File: src/rtl/led_cube_pkg.sv
// Shared types and constants for the LED matrix pattern path.
// Holds row width, pattern index width, scan states and index wrap helper.
package led_cube_pkg;

    localparam int ROWS          = 10;
    localparam int COLS          = 10;
    localparam int PATTERN_IDX_W = 4;

    typedef logic [COLS-1:0] row_t;

    typedef enum logic [1:0] {
        IDLE,
        LOAD,
        BLANK,
        SHOW
    } scan_state_e;

    // Step to the next pattern, wrapping from the last index to the first.
    function automatic logic [PATTERN_IDX_W-1:0] next_pattern(
        input logic [PATTERN_IDX_W-1:0] idx,
        input int                       first,
        input int                       num
    );
        if (int'(idx) >= first + num - 1)
            return PATTERN_IDX_W'(first);
        return idx + 1'b1;
    endfunction

endpackage

File: src/rtl/led_row_scanner_scan_timer.sv
// Loadable dwell down-counter for the row scanner.
// done pulses for one clock on the last clock of a loaded interval.
module scan_timer #(
    parameter int W = 4
) (
    input  logic         clk,
    input  logic         rst,
    input  logic         clear,
    input  logic         load,
    input  logic [W-1:0] value,
    output logic         done
);

    logic [W-1:0] count;
    logic         running;

    assign done = running && (count == '0);

    // Count down a loaded interval; idle once it expires.
    always_ff @(posedge clk) begin
        if (rst || clear) begin
            count   <= '0;
            running <= 1'b0;
        end else if (load) begin
            count   <= value;
            running <= 1'b1;
        end else if (running) begin
            if (count == '0)
                running <= 1'b0;
            else
                count <= count - 1'b1;
        end
    end

endmodule

File: src/rtl/led_row_scanner.sv
// Snapshots a stored pattern and time-multiplexes its rows onto the matrix.
// Optional anti-ghost blanking between rows is enabled by SCAN_BLANK_EN.
module led_row_scanner
    import led_cube_pkg::*;
#(
    parameter int ROW_CYCLES         = 1000,
    parameter int BLANK_CYCLES       = 4,
    parameter int FRAMES_PER_PATTERN = 50,
    parameter int FIRST_PATTERN      = 1,
    parameter int NUM_PATTERNS       = 5
) (
    input  logic                     clk,
    input  logic                     rst,
    input  logic                     enable,
    input  logic [COLS-1:0]          patternRow [ROWS-1:0],
    output logic [PATTERN_IDX_W-1:0] patternIndex,
    output logic [ROWS-1:0]          rowSel,
    output logic [COLS-1:0]          colData,
    output logic                     frameStart
);

    localparam int MAX_DWELL =
        (ROW_CYCLES > BLANK_CYCLES) ? ROW_CYCLES : BLANK_CYCLES;
    localparam int TW  = $clog2(MAX_DWELL + 1);
    localparam int FCW = $clog2(FRAMES_PER_PATTERN + 1);

    localparam logic [TW-1:0] LOAD_VAL  = TW'(1);
    localparam logic [TW-1:0] SHOW_VAL  = TW'(ROW_CYCLES - 1);
`ifdef SCAN_BLANK_EN
    localparam logic [TW-1:0] BLANK_VAL = TW'(BLANK_CYCLES - 1);
`endif

    scan_state_e state;
    scan_state_e state_n;

    logic [3:0]               row;
    logic [3:0]               row_n;
    logic [FCW-1:0]           frame_cnt;
    logic [FCW-1:0]           frame_cnt_n;
    logic [PATTERN_IDX_W-1:0] idx_n;
    logic                     frame_start_n;
    logic                     capture;

    logic                     tmr_clear;
    logic                     tmr_load;
    logic [TW-1:0]            tmr_value;
    logic                     tmr_done;

    row_t frame_buf [ROWS];

    scan_timer #(
        .W(TW)
    ) u_timer (
        .clk  (clk),
        .rst  (rst),
        .clear(tmr_clear),
        .load (tmr_load),
        .value(tmr_value),
        .done (tmr_done)
    );

    // Next-state, row/frame bookkeeping and dwell timer control.
    always_comb begin
        state_n       = state;
        row_n         = row;
        frame_cnt_n   = frame_cnt;
        idx_n         = patternIndex;
        frame_start_n = 1'b0;
        capture       = 1'b0;
        tmr_clear     = 1'b0;
        tmr_load      = 1'b0;
        tmr_value     = '0;

        if (!enable) begin
            state_n     = IDLE;
            row_n       = '0;
            frame_cnt_n = '0;
            tmr_clear   = 1'b1;
        end else begin
            unique case (state)
                IDLE: begin
                    state_n   = LOAD;
                    tmr_load  = 1'b1;
                    tmr_value = LOAD_VAL;
                end
                LOAD: begin
                    if (tmr_done) begin
                        capture     = 1'b1;
                        row_n       = '0;
                        frame_cnt_n = '0;
                        tmr_load    = 1'b1;
`ifdef SCAN_BLANK_EN
                        state_n     = BLANK;
                        tmr_value   = BLANK_VAL;
`else
                        state_n     = SHOW;
                        tmr_value   = SHOW_VAL;
`endif
                    end else begin
                        // Pulse lands on the clock the snapshot is taken.
                        frame_start_n = 1'b1;
                    end
                end
                BLANK: begin
                    if (tmr_done) begin
                        state_n   = SHOW;
                        tmr_load  = 1'b1;
                        tmr_value = SHOW_VAL;
                    end
                end
                SHOW: begin
                    if (tmr_done) begin
                        tmr_load = 1'b1;
`ifdef SCAN_BLANK_EN
                        state_n   = BLANK;
                        tmr_value = BLANK_VAL;
`else
                        state_n   = SHOW;
                        tmr_value = SHOW_VAL;
`endif
                        if (row < 4'd9) begin
                            row_n = row + 4'd1;
                        end else if (32'(frame_cnt) + 32'd1 <
                                     32'(FRAMES_PER_PATTERN)) begin
                            row_n       = '0;
                            frame_cnt_n = frame_cnt + 1'b1;
                        end else begin
                            row_n       = '0;
                            frame_cnt_n = '0;
                            idx_n       = next_pattern(patternIndex,
                                                       FIRST_PATTERN,
                                                       NUM_PATTERNS);
                            state_n     = LOAD;
                            tmr_value   = LOAD_VAL;
                        end
                    end
                end
                default: begin
                    state_n = IDLE;
                end
            endcase
        end
    end

    // Sequencer state, counters and pattern select.
    always_ff @(posedge clk) begin
        if (rst) begin
            state        <= IDLE;
            row          <= '0;
            frame_cnt    <= '0;
            patternIndex <= PATTERN_IDX_W'(FIRST_PATTERN);
        end else begin
            state        <= state_n;
            row          <= row_n;
            frame_cnt    <= frame_cnt_n;
            patternIndex <= idx_n;
        end
    end

    // Frame buffer only changes on the final LOAD clock.
    always_ff @(posedge clk) begin
        if (rst) begin
            for (int r = 0; r < ROWS; r++)
                frame_buf[r] <= '0;
        end else if (capture) begin
            for (int r = 0; r < ROWS; r++)
                frame_buf[r] <= patternRow[r];
        end
    end

    // Registered matrix drive, aligned with the state being entered.
    always_ff @(posedge clk) begin
        if (rst) begin
            rowSel     <= '0;
            colData    <= '0;
            frameStart <= 1'b0;
        end else begin
            frameStart <= frame_start_n;
            if (state_n == SHOW) begin
                rowSel  <= ROWS'(1) << row_n;
                colData <= capture ? patternRow[row_n]
                                   : frame_buf[row_n];
            end else begin
                rowSel  <= '0;
                colData <= '0;
            end
        end
    end

endmodule

File: config.mk
export PLATFORM = sky130hd
export DESIGN_NAME = led_row_scanner
export DESIGN_NICKNAME = d
export VERILOG_FILES = /design/src/rtl/led_cube_pkg.sv /design/src/rtl/led_row_scanner_scan_timer.sv /design/src/rtl/led_row_scanner.sv
export SDC_FILE = /design/constraint.sdc
export NUM_CORES = 1
export LEC_CHECK = 0
export CORE_MARGIN = 2
export CORE_UTILIZATION = 48
export DETAILED_ROUTE_END_ITERATION = 10
export GPL_ROUTABILITY_DRIVEN = 0
export PLACE_DENSITY = 0.83
export SLEW_MARGIN = 20
export SYNTH_ARGS = -nofsm -noshare
export SYNTH_HDL_FRONTEND = slang
export SYNTH_SLANG_ARGS = --single-unit
File: constraint.sdc
create_clock -name clk -period 4 [get_ports clk]
set_input_delay 0.8 -clock clk [delete_from_list [all_inputs] [get_ports clk]]
set_output_delay 0.8 -clock clk [all_outputs]
set_load 0.05 [all_outputs]
* After elaboration in Yosys (flattened, before gate mapping)
Memories as Yosys holds them, arrays and structs flattened. Cells that the tools add are included. Widths: inputs -> output; s select.
Storage, ports and cells: memories kept 1, logic and storage cells 118, bits in registers 48, output and inout port bits 25, bits of input ports 103, RAM bits 100
Operators by class: magnitude comparators 4, bitwise logic cells 15, shift-type cells 1, add/subtract/negate cells 5, equality and inequality tests 8, multiplexer cells 61, reduce and logical (&&, ||, !) cells 14
Memories:
- frame_buf | depth 10, bits a word 10, rd ports 1, clocked after memory_dff 0, write ports 10, line led_row_scanner.sv:49 | row_t frame_buf [ROWS];
Operators by type and width (number):
- $mux 10 | 20
- $bmux 10 s4 | 1
- $pmux 10 s3 | 1
- $mux 4 | 6
- $mux 6 | 4
- $mux 1 | 20
- $pmux 6 s2 | 1
- $logic_not 10->1 | 1
- $mux 2 | 5
- $or 1x1->1 | 10
- $shl 1x4->10 const A | 1
- $sub 10x1->10 const B | 1
- $add 4x1->4 const B | 2
- $ne 2x2->1 const B | 4
- $pmux 4 s2 | 1
- $add 6x1->7 const B | 1
- $lt 7x6->1 const B | 1
- $add 6x1->6 const B | 1
- $eq 2x2->1 const B | 3
- $pmux 2 s3 | 1
- $reduce_or 2->1 | 3
- $reduce_or 3->1 | 2
- $lt 4x5->1 const B | 1
- $not 1->1 | 5
- 11 further kinds | 12

* Depth between registers and ports, before layout
Gate-level depths: netlist of the first run.
word-level depth 10, mapped depth 12, mapped depth without buffers 10

* By module
Synthesis of the first run repeated with hierarchy kept, for this count alone.
Unflattened totals: cell total of the unflattened synthesis 779, area total of the unflattened synthesis 7911.3 µm²
Modules (own cells, without submodules):
- led_row_scanner | instances 1, cells an instance 705, area each 7275.7 µm²
- scan_timer | instances 1, cells an instance 74, area each 635.6 µm²

* Worst setup path before layout of the first run
OpenSTA, ideal clock, no wires.
path kind reg-to-reg, from reg u_timer.count[0], to mem frame_buf[0][0] (netlist name) (enable), arrival time 3.917 ns, stages on the path, launching flop included 9, slack -0.393 ns, required time 3.524 ns, buffers on the path 2, setup time 0.476 ns, path through dfxtp_1 -> inv_1 -> ha_1 -> nor3b_1 -> and4_1 -> buf_2 -> nand3_1 -> clkbuf_1 -> nand2b_1
RTL lines:
- from (decl) | line led_row_scanner_scan_timer.sv:14 | logic [W-1:0] count;
- from (signal assigned) | line led_row_scanner_scan_timer.sv:25 | count <= value;
- from (signal assigned) | line led_row_scanner_scan_timer.sv:31 | count <= count - 1'b1;
- to (decl) | line led_row_scanner.sv:49

* Worst setup path after layout of the first run
from reg u_timer.count[0], to reg colData[6]
On the way: cells in the longest elaborated chain, start to end 8, elaborated cells between the ends (all ways) 20, those cells by class 1 x eq/ne; 14 x mux; 1 x bitwise; 3 x reduce/logical; 1 x memory
RTL lines:
- $logic_not 10->1 (*) | line led_row_scanner_scan_timer.sv:17 | assign done = running && (count == '0);
- $logic_and 1x1->1 (*) | line led_row_scanner_scan_timer.sv:17
- $mux 4 (tied with other cells) | line led_row_scanner.sv:112 | if (tmr_done) begin
- $pmux 4 s2 / $pmux 2 s3 (equally long branches) | line led_row_scanner.sv:80 | unique case (state)
- $mux 4 / $mux 2 (equally long branches) | line led_row_scanner.sv:74 | if (!enable) begin
- $bmux 10 s4 / $eq 2x2->1 (equally long branches) | line led_row_scanner.sv:181, led_row_scanner.sv:179
- $mux 10 (not written as such) / $not 1->1 (equally long branches)
- $mux 10 / $reduce_or 2->1 (equally long branches)
- to (signal assigned) | line led_row_scanner.sv:181 | colData <= capture ? patternRow[row_n]
- to (decl) | line led_row_scanner.sv:18 | output logic [COLS-1:0] colData,
Mark *: on every way between the ends. The rest lies on a longest branch, timed or not. The select of a mux whose other input is x is not followed. A chain may end at the register's enable or synchronous reset.

==> impl_metrics.toml, run 1 <==
[outcome]
status = "finished clean"

[floorplanning]
num_rows = 45
core_area_um2 = 15200
start_util = 0.492
die_x_um = 129
fp.dieH_um = 129
dieArea_um2 = 16600
ios = 128

[synthesis]
synth_async_sr_flop_share = 0
ys_ff_latch = 148
ys_types = 58
syn_area_per_cell_um2 = 10.4
syn_inst = 723
synth_area_um2 = 7480
synth_flop_cell = "edfxtp_1"
synth_edf_count = 100
ys_warn_count = 0
syn-num-nets = 837
ys_seq_area_frac = 0.530

[place]
hpwl_um = 13900
pre_cts_slack_ns = 0.495
io_buffers = 127
placed_cells = 1013

[sta]
finalMaxSlewViolations = 0
min_period_ns = 3.57
hold-worst-slack_ns = 0.490
skew_ns = 0.0151
fin_crit_sh = 0.891
slew_headroom = 0.410
setup_violations = 0
max_freq_mhz = 280
worst_slack_ns = 0.434
setup_tns_ns = 0
report.final.hold_viol_count = 0
tightest_slew_ns = 0.885
rsz0062_at_grt = "false"

[critical_path]
required_ns = 4.31
worstPathMaxFanout = 14
worst_setup_path_start_kind = "register"
worstPathArrival_ns = 3.87
critical_path_class = "register to register"
end_kind = "register"

[detailed_routing]
wl_met1_um = 8000
via_per_inst = 6.20
highest_layer = "met4"
vias = 6483
wl_met2_um = 10500
drcViolationCount = 0
dr_wl_met3_um = 1640
dr.pass1.iters = 8
drt_iter0_drc = 755
ant_nets = 0
routed_wl_um = 21000
wl_per_cell_um = 20.1

[clocking]
cts_inserted_buffers = 17
post_cts_buffers = 0
clk_pin_slew_ns = 0.06
cts_hold_buf = 0
htreeDepth = 4
cts.path.max_buffers = 2
clk_latency_ns = 0.43
cts_resized = 0
root_buffer = "clkbuf_16"
cts_tree = "done"
cts_sinks = 148

[cells_and_area]
final_cells = 1045
multi_input_area_um2 = 3220
antennaDiodeCount = 0
drive_gt1_frac = 0.0840
layout_common_cells = "clkdlybuf4s50_1, and2_1, edfxtp_1, a21oi_1, dfxtp_1"
seqCellArea_um2 = 3960
final_common_cell = "clkdlybuf4s50_1"
layout.nets = 958
area_delta_synth_final_pct = 29.4
fill_cells = 1183

[grt]
grt_max_degree = 101
grt_pass1_wl_um = 32800
antenna_found_initial = 0
grt_util_all_layers = 0.259
grt_pass1_vias = 6370
overflow = 0

[power_and_ir_drop]
ir_drop_mv = 0.315
p_total_mw = 3.66
power_leakage_nw = 3.60
powerDensity_nw_per_um2 = 378

[run]
drv_cap = 0

[hold_path]
hold_path.class = "register to register"
## stage by stage
| step | area [µm²] | util |
|---|---|---|
| after floorplan | 7490 | - |
| after global placement | 9050 | 0.595 |
| after detailed placement | 9050 | 0.595 |
| after CTS | 9680 | 0.637 |
| after global routing | 9680 | 0.637 |
| final | 9680 | 0.637 |
## where the power goes
part           total [mW]  switching [mW]  internal (mW)
clock network        1.73           0.661           1.07
registers            1.68          0.0131           1.67
logic               0.248           0.116          0.132
## state kept, by name, indices dropped and copies added, names as in the netlist
name             cells
frame_buf          100
colData             10
rowSel              10
u_timer.count       10
frame_cnt            6
patternIndex         4
row                  4
state                2
frameStart           1
u_timer.running      1
## worst max-delay path: stages, from the launching register on
cell       delay, ns
dfxtp_1         0.33
inv_1           0.11
ha_1            0.18
or3b_1          0.38
or4_1           0.63
o21ai_1         0.34
a21bo_2         0.42
buf_4           0.27
o2111ai_1       0.13
a2111oi_0       0.44
nor2_1          0.08
o311a_1         0.14
## cells in the mapped netlist (14+ instances only)
cell type / instances / area (µm²)
edfxtp_1: 100 / 3000
clkbuf_1: 42 / 158
o21ai_0: 47 / 235
inv_1: 32 / 120
nand2_1: 18 / 67.6
a222oi_1: 20 / 200
a2111oi_0: 20 / 175
a21oi_1: 60 / 300
nor2_1: 44 / 165
nor3_1: 14 / 70.1
nand3_1: 15 / 75.1
and2_1: 100 / 626
o2111ai_1: 20 / 175
dfxtp_1: 48 / 961
## routing by layer
layer,vias up,track usage
met3,70,0.0561
li1,2975,-
met4,0,0.132
met1,3068,0.315
met5,-,0
met2,370,0.434
## layout make-up
| cell class | instances | share of cell area |
|---|---|---|
| flip-flops and latches | 148 | 0.409 |
| repair buffers | 155 | 0.156 |
| inverters | 32 | 0.0124 |
| clock buffers | 19 | 0.0457 |
| clock inverters | 13 | 0.0200 |
| multi-input cells | 490 | 0.333 |
| well taps | 188 | 0.0243 |
## kinds of logic (layout without fill, tap and decap cells)
logic type / count (synthesis) / count (layout) / synth area share
multiplexers: 10 / 10 / 0.0134
buffers and inverters: 85 / 219 / 0.0450
AO/OA/AOI/OAI: 226 / 226 / 0.209
flip-flops: 148 / 148 / 0.530
XOR/XNOR: 9 / 9 / 0.0105
AND/OR/NAND/NOR: 234 / 234 / 0.175
adder cells (fa/ha/maj): 11 / 11 / 0.0184
## worst paths after layout
path               startpoint               to  slack [ns]  depth (start not counted)
max reg2reg  u_timer.count[0]       colData[6]        0.43                         11
min           patternIndex[3]  patternIndex[3]        0.49                          2
max          u_timer.count[0]       colData[6]        0.43                         11
min reg2reg   patternIndex[3]  patternIndex[3]        0.49                          2
Power figures use the tool's default switching activity.
==> inputs of run 2 (changes only) <==
--- a/config.mk
+++ b/config.mk
@@ -5,11 +5,12 @@
 export SDC_FILE = /design/constraint.sdc
 export NUM_CORES = 1
 export LEC_CHECK = 0
+export ABC_AREA = 1
 export CORE_MARGIN = 2
-export CORE_UTILIZATION = 48
+export CORE_UTILIZATION = 50
 export DETAILED_ROUTE_END_ITERATION = 10
 export GPL_ROUTABILITY_DRIVEN = 0
-export PLACE_DENSITY = 0.83
+export PLACE_DENSITY = 0.85
 export SLEW_MARGIN = 20
 export SYNTH_ARGS = -nofsm -noshare
 export SYNTH_HDL_FRONTEND = slang
==> run 2 against run 1 <==
Net effect:
- sequential share of layout area decreased by 3.1 points
- sequential cell count unchanged
- clock power decreased by 8%
- wire length increased by 11%
- die area increased by 8.8%
- total power decreased by 1.0%
- critical path depth increased by 1
- via count increased by 26%
==> impl_metrics.toml, run 2 <==
[synthesis]
synth_flop_cell = "edfxtp_1"
synth_async_sr_flop_share = 0
syn_inst = 1210
ys_types = 31
synth_area_leaders = "edfxtp_1, nand2_1, dfxtp_1, nand3_1, inv_1"
ys_ff_latch = 148
yosys.area.top_type = "edfxtp_1"
syn_area_per_cell_um2 = 7.03
synth_most_common_cell = "nand2_1"
synth_area_um2 = 8510
ys_warn_count = 0
syn-num-nets = 1324
ys_seq_area_frac = 0.466
synth_edf_count = 100
synth_top_area_frac = 0.353
synth_common_cells = "nand2_1, inv_1, nor2_1"

[clocking]
cts_hold_buf = 0
clk_latency_ns = 0.44
root_buffer = "clkbuf_16"
cts.path.max_buffers = 2
cts_resized = 0
clk_pin_slew_ns = 0.06
htreeDepth = 4
cts_tree = "done"
cts_inserted_buffers = 17
cts_sinks = 148
post_cts_buffers = 0

[sta]
tightest_slew_ns = 0.809
min_period_ns = 3.11
slew_headroom = 0.461
report.final.hold_viol_count = 0
skew_ns = 0.0107
rsz0062_at_grt = "false"
max_freq_mhz = 322
setup_tns_ns = 0
fin_crit_sh = 0.777
finalMaxSlewViolations = 0
setup_violations = 0

[floorplanning]
start_util = 0.513
ios = 128
core_area_um2 = 16600
num_rows = 47
dieArea_um2 = 18100
fp.dieH_um = 134
die_x_um = 134

[cells_and_area]
fill_cells = 1430
area_delta_synth_final_pct = 23.3
final_common_cell = "nand2_1"
drive_gt1_frac = 0.0515
regMostFlops = "frame_buf"
layout_common_cells = "nand2_1, inv_1, nor2_1, nand3_1, clkdlybuf4s50_1"
largest_register_ffs = 100
antennaDiodeCount = 0
layout.nets = 1422

[detailed_routing]
routed_wl_um = 23200
dr.pass1.iters = 6
wl_per_cell_um = 15.1
vias = 8175
drcViolationCount = 0
via_per_inst = 5.30
ant_nets = 0
drt_iter0_drc = 757

[grt]
grt_max_degree = 71
grt_pass1_vias = 7881
grt_pass1_wl_um = 37700
overflow = 0
antenna_found_initial = 0
grt_util_all_layers = 0.264

[critical_path]
required_ns = 4.12
worstPathArrival_ns = 3.22
worst_setup_path_start_kind = "register"
rr_worst_depth = 12
critical_path_class = "register to register"
worstPathMaxFanout = 41
end_kind = "register"

[power_and_ir_drop]
intPower_mw = 2.79
p_total_mw = 3.62
power_leakage_nw = 5.19
pwr-share-comb = 0.092
seqPwrFrac = 0.466
ir_drop_mv = 0.323
swShare = 0.229
clkPwrFrac = 0.442
switchingPower_uw = 831
powerDensity_nw_per_um2 = 346

[place]
io_buffers = 127
hpwl_um = 16000

[run]
drv_cap = 0

[hold_path]
hold_path.class = "register to register"
hold_depth = 1

[outcome]
status = "finished clean"
## run 2: layout make-up
class                      instances  area, µm²  share of cell area
tap                              220        275              0.0262
clock inverter                    15        165              0.0157
multi-input combinational        831       3610               0.344
sequential                       148       3960               0.378
inverter                         168        632              0.0602
timing repair buffer             142       1420               0.135
clock buffer                      17        425              0.0406
## run 2: layer usage
metal	vias to the layer above	routed length [µm]	track usage
met5	-	0	0
met4	0	1090	0.147
met3	82	2050	0.0559
li1	3963	-	-
met2	466	11100	0.440
met1	3664	9000	0.320
## run 2: worst paths after layout
kind              slack [ns]                to        startpoint
setup / recovery        0.89   frame_buf[8][6]  u_timer.count[0]
hold / removal          0.51  u_timer.count[3]  u_timer.count[3]
setup reg to reg        0.89   frame_buf[8][6]  u_timer.count[0]
hold reg to reg         0.51  u_timer.count[3]  u_timer.count[3]
## run 2: worst max-delay path: stages, from the launching register on
cell and delay, ns:
dfxtp_1 0.35, inv_1 0.14, ha_1 0.21, nand3_1 0.13
nor2_2 0.19, nand2_2 0.13, nor2_1 0.19, inv_1 0.06
nor2_1 0.09, buf_4 0.20, inv_1 0.20, nand2_4 0.49
buf_4 0.38
## run 2: stage by stage
step,hold WS [ns],cell area (µm²),setup WS (ns),cells,utilization
floorplan,0.465,8510,0.822,1210,-
global route,0.548,10500,0.582,1541,0.632
global placement,0.484,9900,0.961,1509,0.597
detailed placement,0.497,9900,0.873,1509,0.597
CTS,0.515,10500,0.937,1541,0.632
finish,0.509,10500,0.891,1541,0.632
## run 2: power groups by stage
stage	sequential, mW	combinational, mW	clock (mW)
after global routing	1.69	0.366	1.67
after CTS	1.69	0.329	1.61
after detailed placement	1.72	0.324	0
after global placement	1.72	0.320	0
final	1.69	0.333	1.60
after floorplan	1.72	0.153	0
## run 2: kinds of logic after synthesis
family	synth area share
AO/OA/AOI/OAI	0.0396
XOR/XNOR	0.00412
adder cells (fa/ha/maj)	0.0162
buffers and inverters	0.112
flip-flops	0.466
AND/OR/NAND/NOR	0.363
==> patch, RTL diff (settings of run 1) <==
Set the package constant `COLS` to 11 (it was 10).
--- a/src/rtl/led_cube_pkg.sv
+++ b/src/rtl/led_cube_pkg.sv
@@ -3,7 +3,7 @@
 package led_cube_pkg;
 
     localparam int ROWS          = 10;
-    localparam int COLS          = 10;
+    localparam int COLS          = 11;
     localparam int PATTERN_IDX_W = 4;
 
     typedef logic [COLS-1:0] row_t;
Ports: changed (resized colData and patternRow); port bits go from 128 to 139. No check against the original RTL was run, so the function may have changed too.
==> patch against run 1 <==
Wire length up 17%. Critical path type unchanged. Utilization down 2.3 points. Cell area up 10%. Total power down 0.99%. Area after synthesis up 15%. Clock skew down 0.0083 ns. Critical endpoint is now colData[1]. Sequential cell count up 11. Largest power group is now sequential cells. Setup slack worse by 0.062 ns.
==> patch: results (changes against run 1) <==
status complete, no violations; Data arrival, critical path 3.90 ns (+0.03 ns); 1st-iter DRT viols 1111 (+47%); number of global-route vias before repair 7173 (+13%); worst hold-check path type flip-flop to flip-flop; Nets 1075 (+12%); clock transition at the registers of the reported paths 0.06 ns (about the same); Post-Route WL 24500 um (+17%); average vias per placed instance 6.39 (+3.0%); pin count of the biggest net entering global routing 81 (-20%); number of different library cells in the post-synthesis netlist 77 (+33%); detailed placement HPWL 17100 um (+23%); skew final 0.00682 ns (-0.00826 ns); first-pass GRT wire length 37900 um (+16%); number of input and output port buffers inserted 138 (+8.7%); initial antenna violation count 0 (unchanged); number of enable flip-flop cells after synthesis 110 (+10%); detailed-routing iteration count for the pre-antenna-repair pass 6 (-2); normalized max-slew margin 39.3% (-1.7 points); static leakage 0.00360 uW (about the same); top cells by count, synth 116 x and2_1, 110 x edfxtp_1, 67 x o21ai_0, 60 x nand3_1, 49 x dfxtp_1; overall global routing resource usage 26.1% (+0.25 points); worst-path fanout max 15 (+1); proportion of synthesized chip area in sequential cells 49.8% (-3.2 points); share of synthesized flip-flops with an asynchronous set or reset 0% (unchanged); number of nets in the synthesized netlist 956 (+14%); layout cells sized above 1 9.02% (+0.62 points); leading cell types by total area after synthesis edfxtp_1 38%, dfxtp_1 11%, and2_1 8.4%, o21ai_0 3.9%, nand3_1 3.5%; peak supply drop 0.318 mV (+0.72%)
## patch: cell count changes after synthesis, sizes merged, moves of 15 or more
cell	run 1	this run
a2111oi	20	2
a21oi	60	33
a32oi	1	28
and2	101	116
nand2	18	34
nand3	15	62
nand4	2	34
o2111ai	20	2
o21ai	49	69
## patch: worst paths after layout
kind | start | to | slack [ns] | cells after the start
max | u_timer.count[2] | colData[1] | 0.37 | 7
min | patternIndex[3] | patternIndex[3] | 0.48 | 2
max reg2reg | u_timer.count[2] | colData[1] | 0.37 | 7
min reg2reg | patternIndex[3] | patternIndex[3] | 0.48 | 2
## patch: cell type report
class / count / area (um2)
Fill cell: 1464 / 6720
Inverter: 22 / 82.6
Tap cell: 225 / 282
Clock inverter: 15 / 120
Clock buffer: 17 / 425
Multi-Input combinational cell: 585 / 3880
Timing Repair Buffer: 166 / 1620
Sequential cell: 159 / 4280
## patch: metrics by stage
step | utilization (%) | hold slack, ns | instances | setup slack [ns] | area (um2)
after global routing | 61.4 | 0.530 | 1189 | 0.0750 | 10700
after CTS | 61.4 | 0.494 | 1189 | 0.520 | 10700
final | 61.4 | 0.483 | 1189 | 0.372 | 10700
after floorplan | - | 0.469 | 832 | 0.620 | 8610
after detailed placement | 58.3 | 0.486 | 1157 | 0.525 | 10100
after global placement | 58.3 | 0.471 | 1157 | 0.642 | 10100
## patch: cells by family (layout without fill, tap and decap cells)
| logic type | Yosys count | in the layout | synth area share [%] |
|---|---|---|---|
| AO/OA/AOI/OAI | 228 | 228 | 19.2 |
| AND/OR/NAND/NOR | 330 | 330 | 21.9 |
| flip-flops | 159 | 159 | 49.8 |
| XOR/XNOR | 3 | 3 | 0.305 |
| multiplexers | 13 | 13 | 1.53 |
| buffers and inverters | 88 | 220 | 5.64 |
| adder cells (fa/ha/maj) | 11 | 11 | 1.60 |
## patch: layer usage
layer  vias to the layer above  share of wire, %  GRT usage [%]
met5                         -                 0              0
met4                         0               2.8           9.24
met3                        69                11           5.85
met2                       489                46           40.5
met1                      3626                40           36.1
li1                       3417                 -              -
## patch: power breakdown
part	total, uW	switching (uW)	internal [uW]
combinational	293	144	149
clock	1520	668	849
sequential	1820	19.1	1800
total	3630	830	2800
## patch: worst max-delay path, cell delays in order, from the launching register on
cell and delay, ns:
dfxtp_1 0.36, nor3_1 0.69, nand4_1 0.60, or3_1 0.65
a21oi_4 0.50, nand4_1 0.23, a311oi_1 0.34, a211oi_1 0.10
